$ cat src/rtl/fifo_drain_ctrl.sv
// rtl/fifo_drain_ctrl.sv - FIFO read-side drain controller with 2-entry skid buffer and valid/ready output
module fifo_drain_ctrl #(
    parameter int FIFO_WIDTH = 16,
    parameter int FIFO_DEPTH = 8,
    parameter int CNT_W      = 16
) (
    input  logic                  clk,
    input  logic                  rst,
    input  logic                  enable,
    input  logic                  fifo_empty,
    input  logic                  fifo_underflow,
    output logic                  fifo_rd_en,
    input  logic [FIFO_WIDTH-1:0] fifo_data_out,
    output logic                  m_valid,
    input  logic                  m_ready,
    output logic [FIFO_WIDTH-1:0] m_data,
    output logic                  busy,
    output logic [CNT_W-1:0]      beat_count,
    output logic                  underflow_err
);

    if (FIFO_DEPTH < 1) begin : g_depth_check
        $error("fifo_drain_ctrl: FIFO_DEPTH must be at least 1");
    end

    typedef enum logic [1:0] {
        IDLE = 2'd0,
        RUN  = 2'd1,
        STOP = 2'd2
    } state_t;

    state_t                state;
    logic [1:0]            occ;
    logic                  inflight;
    logic [FIFO_WIDTH-1:0] buf0;
    logic [FIFO_WIDTH-1:0] buf1;
    logic                  pop;
    logic [2:0]            credit;

    assign pop     = m_valid && m_ready;
    assign m_valid = (occ != 2'd0);
    assign m_data  = buf0;
    assign busy    = (state != IDLE);

    // Words held or already requested, net of the one leaving this cycle; a pop
    // implies occ >= 1, so the 3-bit subtraction cannot wrap.
    assign credit     = {1'b0, occ} + {2'b00, inflight} - {2'b00, pop};
    assign fifo_rd_en = (state == RUN) && enable && !fifo_empty && (credit < 3'd2);

    always_ff @(posedge clk) begin
        if (rst) begin
            state         <= IDLE;
            occ           <= 2'd0;
            inflight      <= 1'b0;
            buf0          <= '0;
            buf1          <= '0;
            beat_count    <= '0;
            underflow_err <= 1'b0;
        end else begin
            inflight <= fifo_rd_en;
            if (pop)
                beat_count <= beat_count + {{(CNT_W-1){1'b0}}, 1'b1};
            if (fifo_underflow)
                underflow_err <= 1'b1;

            case (state)
                IDLE: if (enable) state <= RUN;
                RUN:  if (!enable) state <= STOP;
                STOP: begin
                    if (enable)
                        state <= RUN;
                    else if (occ == 2'd0 && !inflight)
                        state <= IDLE;
                end
                default: state <= IDLE;
            endcase

            // buf0 is always the head; buf1 only ever holds the second word.
            case ({inflight, pop})
                2'b10: begin
                    if (occ == 2'd0)
                        buf0 <= fifo_data_out;
                    else
                        buf1 <= fifo_data_out;
                    occ <= occ + 2'd1;
                end
                2'b01: begin
                    buf0 <= buf1;
                    occ  <= occ - 2'd1;
                end
                2'b11: begin
                    if (occ == 2'd1) begin
                        buf0 <= fifo_data_out;
                    end else begin
                        buf0 <= buf1;
                        buf1 <= fifo_data_out;
                    end
                end
                default: ;
            endcase
        end
    end

endmodule
$ cat config.mk
export PLATFORM = sky130hd
export DESIGN_NAME = fifo_drain_ctrl
export DESIGN_NICKNAME = d
export VERILOG_FILES = /design/src/rtl/fifo_drain_ctrl.sv
export SDC_FILE = /design/constraint.sdc
export NUM_CORES = 1
export LEC_CHECK = 0
export CAP_MARGIN = 20
export CORE_MARGIN = 5
export CORE_UTILIZATION = 49
export CTS_CLUSTER_DIAMETER = 120
export DETAILED_ROUTE_END_ITERATION = 12
export PLACE_DENSITY_LB_ADDON = 0.15
export SYNTH_ARGS = -nofsm -noshare
export SYNTH_HDL_FRONTEND = slang
export SYNTH_SLANG_ARGS = --single-unit
$ cat constraint.sdc
create_clock -name clk -period 3.15 [get_ports clk]
set_input_delay 0.315 -clock clk [delete_from_list [all_inputs] [get_ports clk]]
set_output_delay 0.315 -clock clk [all_outputs]
set_load 0.02 [all_outputs]
## Yosys cells after proc, flatten, opt, wreduce, memory -nomap -nowiden

Index checks and enable logic that the tools add are counted.

| storage, ports and cells | value |
|---|---|
| bits in registers | 54 |
| word-level logic and storage cells | 54 |
| bits of input ports | 22 |
| output and inout port bits | 36 |

| cells by class | value |
|---|---|
| order comparisons | 1 |
| reductions and logical operators | 17 |
| eq/ne operators | 12 |
| mux-type cells | 12 |
| add/subtract/negate cells | 5 |

Operator list:

| kind | count |
|---|---|
| 16-bit two-way mux | 4 |
| 16-bit case mux with 3 select lines | 1 |
| 16-bit case mux with 2 select lines | 1 |
| 16-bit by 1-bit adder with 16-bit output (second input constant) | 1 |
| 2-bit != test (second input constant) | 5 |
| 2-bit two-way mux | 4 |
| 2-bit nonzero test | 4 |
| 2-bit by 1-bit equality test with 1-bit output (second input constant) | 3 |
| 2-bit equality test (second input constant) | 3 |
| 2-bit case mux with 3 select lines | 1 |
| 3-bit AND reduction | 2 |
| 1-bit logical AND | 5 |
| 2-bit logical NOT | 2 |
| 2-bit case mux with 2 select lines | 1 |
| 2-bit by 1-bit adder with 3-bit output | 1 |
| 3-bit by 2-bit < comparator with 1-bit output (second input constant) | 1 |
| 3-bit != test (second input constant) | 1 |
| 3-bit nonzero test | 1 |
| 3-bit by 1-bit subtractor with 3-bit output | 1 |
| 2-bit by 1-bit adder with 2-bit output (second input constant) | 1 |
| 1-bit logical NOT | 2 |
| 2-bit AND reduction | 1 |
| 2-bit by 1-bit subtractor with 2-bit output (second input constant) | 1 |

## Longest topological paths before layout

| logic depth | value |
|---|---|
| depth in word-level cells | 5 |
| depth in mapped cells | 10 |
| gate-level depth less buffers | 10 |

## Worst setup path after synthesis

No wires, ideal clock.

| timing | value |
|---|---|
| path type | reg2out |
| from | reg occ[1] |
| to | out fifo_rd_en |
| buffers on the path | 0 |
| cell stages (with the launch flop) | 10 |
| data arrival time | 2.594 ns |
| data required time | 2.835 ns |
| path slack | 0.241 ns |
| cells stage by stage | dfxtp_1 inv_1 ha_1 nor2b_1 inv_1 ha_1 nand2b_1 fa_1 nand3b_1 nor3_1 |

| between the ends | value |
|---|---|
| longest elaborated chain between the ends | 5 |
| elaborated cells between the ends (all ways) | 6 |
| those cells by class | add/sub: 2; order compare: 1; reduce/logical: 3 |

Ends and longest elaborated chain:

| what | line | RTL |
|---|---|---|
| from (decl) | 33 | `logic [1:0] occ;` |
| from (signal assigned) | 85 | `occ <= occ + 2'd1;` |
| from (signal assigned) | 89 | `occ <= occ - 2'd1;` |
| branches (longest 2 deep; another with 2-bit by 1-bit adder with 3-bit output) | -- |  |
| 3-bit by 1-bit subtractor with 3-bit output (*) | 47 | `assign credit = {1'b0, occ} + {2'b00, inflight} - {2'b00, pop};` |
| 3-bit by 2-bit < comparator with 1-bit output (*) | 48 | `assign fifo_rd_en = (state == RUN) && enable && !fifo_empty && (credit < 3'd2);` |
| 1-bit logical AND (*) | 48 |  |
| to (decl) | 12 | `output logic fifo_rd_en,` |

Mark *: on every way between the ends.

## Final worst setup path

Same ends and word-level chain as after synthesis.

==> impl_results.md <==
* Status: complete, no violations
* Crit. End Element: primary output
* FF+latch area at roughly 1100 um2
* Synth cell types at 40
* Sink Count at 54
* Via Count at about 1800
* Layout cells sized above 1 at 0.08882
* Async set-reset flop share out of synthesis at 0
* Multi-input logic area at around 1200 um2
* Core Area at 4692 um2
* Synthesized Nets at around 270
* Worst-path clk slew at approximately 0.10 ns
* Cell Area, Placed at 2992 um2
* Skew-Pair Late Insertion Delay at around 0.3 ns
* Comb power frac at 0.377
* WP data required at about 2.8 ns
* First-pass GRT wire length at ~7600 um
* CTS tree: built
* Setup_tns at 0 ns
* Most common cell in the netlist: dfxtp_1
* RSZ-0062 raised after global routing: no
* Synth top cells by count: dfxtp_1, nor2_1, mux2i_1
* Worst VDD drop at about 0.43 mV
* Max_cap viols at 0
* First DRT Iteration DRCs at 60
* # hold bufs at CTS at 0
* Detailed Route WL at around 4400 um
* Tcrit/Tclk final at 0.9154
* Die Y at 79.51 um
* Synth Flop Type: dfxtp_1
* Area delta synth->final at 31.13%
* Initial DRT Pass Iterations at 4
* Layout Cells excl Fill at between 300 and 400
* Hold crit path type: in -> reg
* Slew Limit Headroom at 0.6409
* Post-layout minimum cycle time at 2.883 ns
* GPL Wtd Cong at around 0.76
* Pwr Total at 2.074 mW
* Root Buffer: clkbuf_8
* Sw Share at 0.3277
* Nets at around 330
* Routed wire per std cell at between 10 and 15 um
* Dominant cells by area after synthesis: dfxtp_1, mux2i_1, nor2_1
* P_sw at slightly below 0.7 mW
* Sequential power share at 0.399
* Cell taking the most area after synthesis: dfxtp_1
* CP arrival at approximately 2.6 ns
* Utilization after layout at 0.6616
* Yosys warnings at 0
* Setup Fix Bufs, Post-CTS at 0
* Drt drc at 0
* Grt ovf at 0
* Worst slew pin tran at 0.5380 ns
* FF-to-FF setup slack at slightly below 0.9 ns
* Final ANT Viol Nets at 0
* Die Area at 6321 um2
* Clock power frac at 0.224
* Placed instance count at 350
* Layout Skew at around 0.0046 ns
* Post-DP HPWL at roughly 3200 um
* Fillers at 403
* Vias in the first global route at between 1500 and 2000
* # diodes at 0
* Fmax at 346.8 MHz
* Initial antenna violation count at 0
* Post-route cell area at a little over 3000 um2
* PwrDens at between 600 and 700 nW/um2
* Startpoint class of the critical path: register
* Avg Cell Area, Syn at about 9.7 um2
* Share of the synthesized area in the top cell type at 0.4567
* # H-tree levels at 2
* Post-synth EDFFs at 0
* Internal Pwr Total at between 1 and 1.5 mW
* Vias per std cell at 5.123
* FF+latch count, synth at 54
* Largest net degree at the start of global routing at 33
* TritonCTS Buffers at 5
* Rows at 25
* Initial Util at 0.5045
* Post-synthesis sequential area ratio at 0.4567
* Count of pins over their slew limit at 0
* Worst Path Max Fanout at 5
* Clock buffer depth at 2
* GRT Util Overall at 0.1498
* Final Hold Viols at 0
* Horiz. Die Dim at approximately 80 um
* Setup Crit Path Kind: reg -> out
* Io pins at 58
* Leak at 1.227 nW
* Mapped Cells at ~240
* Mapped Area at roughly 2400 um2
* Port buffer count at between 50 and 60
* Setup violators final at 0
==> cell type report <==
cell class              instances  share of cell area
multi-input cells             172              0.3877
flip-flops and latches         54              0.3482
repair buffers                 65              0.1999
clock buffers                   5             0.02217
well taps                      54             0.02177
clock inverters                 3             0.01411
inverters                       5            0.006046
==> final timing paths <==
path / end / from / depth (start not counted)
hold reg to reg: state[0]$_SDFFE_PP0P_ / state[0]$_SDFFE_PP0P_ / 1
hold / removal: beat_count[10]$_SDFFE_PP0P_ / rst / 2
setup reg to reg: inflight$_SDFF_PP0_ / occ[1]$_SDFFE_PP0N_ / 10
setup / recovery: fifo_rd_en / occ[1]$_SDFFE_PP0N_ / 10
==> metrics by stage <==
stage | worst slack (ns) | hold slack (ns)
finish | 0.2666 | 0.4419
global route | 0.04704 | 0.4581
CTS | 0.04552 | 0.4290
detailed placement | -0.07309 | 0.4699
global placement | -0.06806 | 0.4480
floorplan | 0.2414 | 0.3943
==> sequential cells by signal, summed over array words and instances, names as in the netlist <==
signal and count:
beat_count 16, buf1 16, inflight 1, m_data 16, occ 2, state 2
underflow_err 1
==> kinds of logic (layout without fill, tap and decap cells) <==
logic type / count (synthesis) / after routing / synth area share
buf+inv: 18 / 78 / 0.03699
xor+xnor: 13 / 13 / 0.04810
fa+ha+maj: 6 / 6 / 0.03488
simple gates: 89 / 89 / 0.1897
mux: 34 / 34 / 0.1443
flops: 54 / 54 / 0.4567
compound gates: 30 / 30 / 0.08932
==> layer usage <==
| metal | routed length [um] | share of wire | vias up | GRT usage |
|---|---|---|---|---|
| met3 | 290 | 0.065 | 4 | 0.04740 |
| li1 | - | - | 965 | - |
| met4 | 48 | 0.011 | 0 | 0.04639 |
| met5 | 0 | 0 | - | 0 |
| met2 | 2085 | 0.47 | 42 | 0.2596 |
| met1 | 2019 | 0.45 | 823 | 0.1751 |
==> worst max-delay path, cell delays in order (launching register included) <==
cell      delay, ns
dfxtp_1        0.34
inv_1          0.08
ha_1           0.23
nor2b_1        0.15
inv_1          0.06
ha_1           0.28
nand2b_1       0.17
fa_1           0.51
nand3b_1       0.09
nor3_2         0.18
clkbuf_2       0.19
==> cells in the final DEF, fill, tap and decap left out, types with 2 or more instances in the layout <==
master	count
nand3_1	7
nand2b_1	2
clkdlybuf4s50_1	55
or4_1	2
a21oi_1	5
nand3b_1	2
xnor2_1	4
inv_1	5
o21ai_0	2
nor2_1	49
buf_4	8
xor2_1	9
a211oi_1	18
nand4_1	2
mux2i_1	33
o31ai_1	2
dfxtp_1	54
nor3_1	2
nand2_1	5
clkbuf_8	5
ha_1	5
or3_1	2
nor2b_1	5
==> timing repair <==
action	CTS	global route
endpoints found under the setup margin	1	1
endpoints found under the hold margin	0	0
resized for setup	1	4
==> power groups by stage <==
stage | registers (mW) | logic (mW) | clock network [mW]
floorplan | 0.941 | 0.403 | 0
global placement | 0.841 | 0.786 | 0
detailed placement | 0.844 | 0.792 | 0
CTS | 0.829 | 0.792 | 0.481
global route | 0.843 | 0.857 | 0.510
finish | 0.827 | 0.783 | 0.464
(Power assumes the default switching activity.)
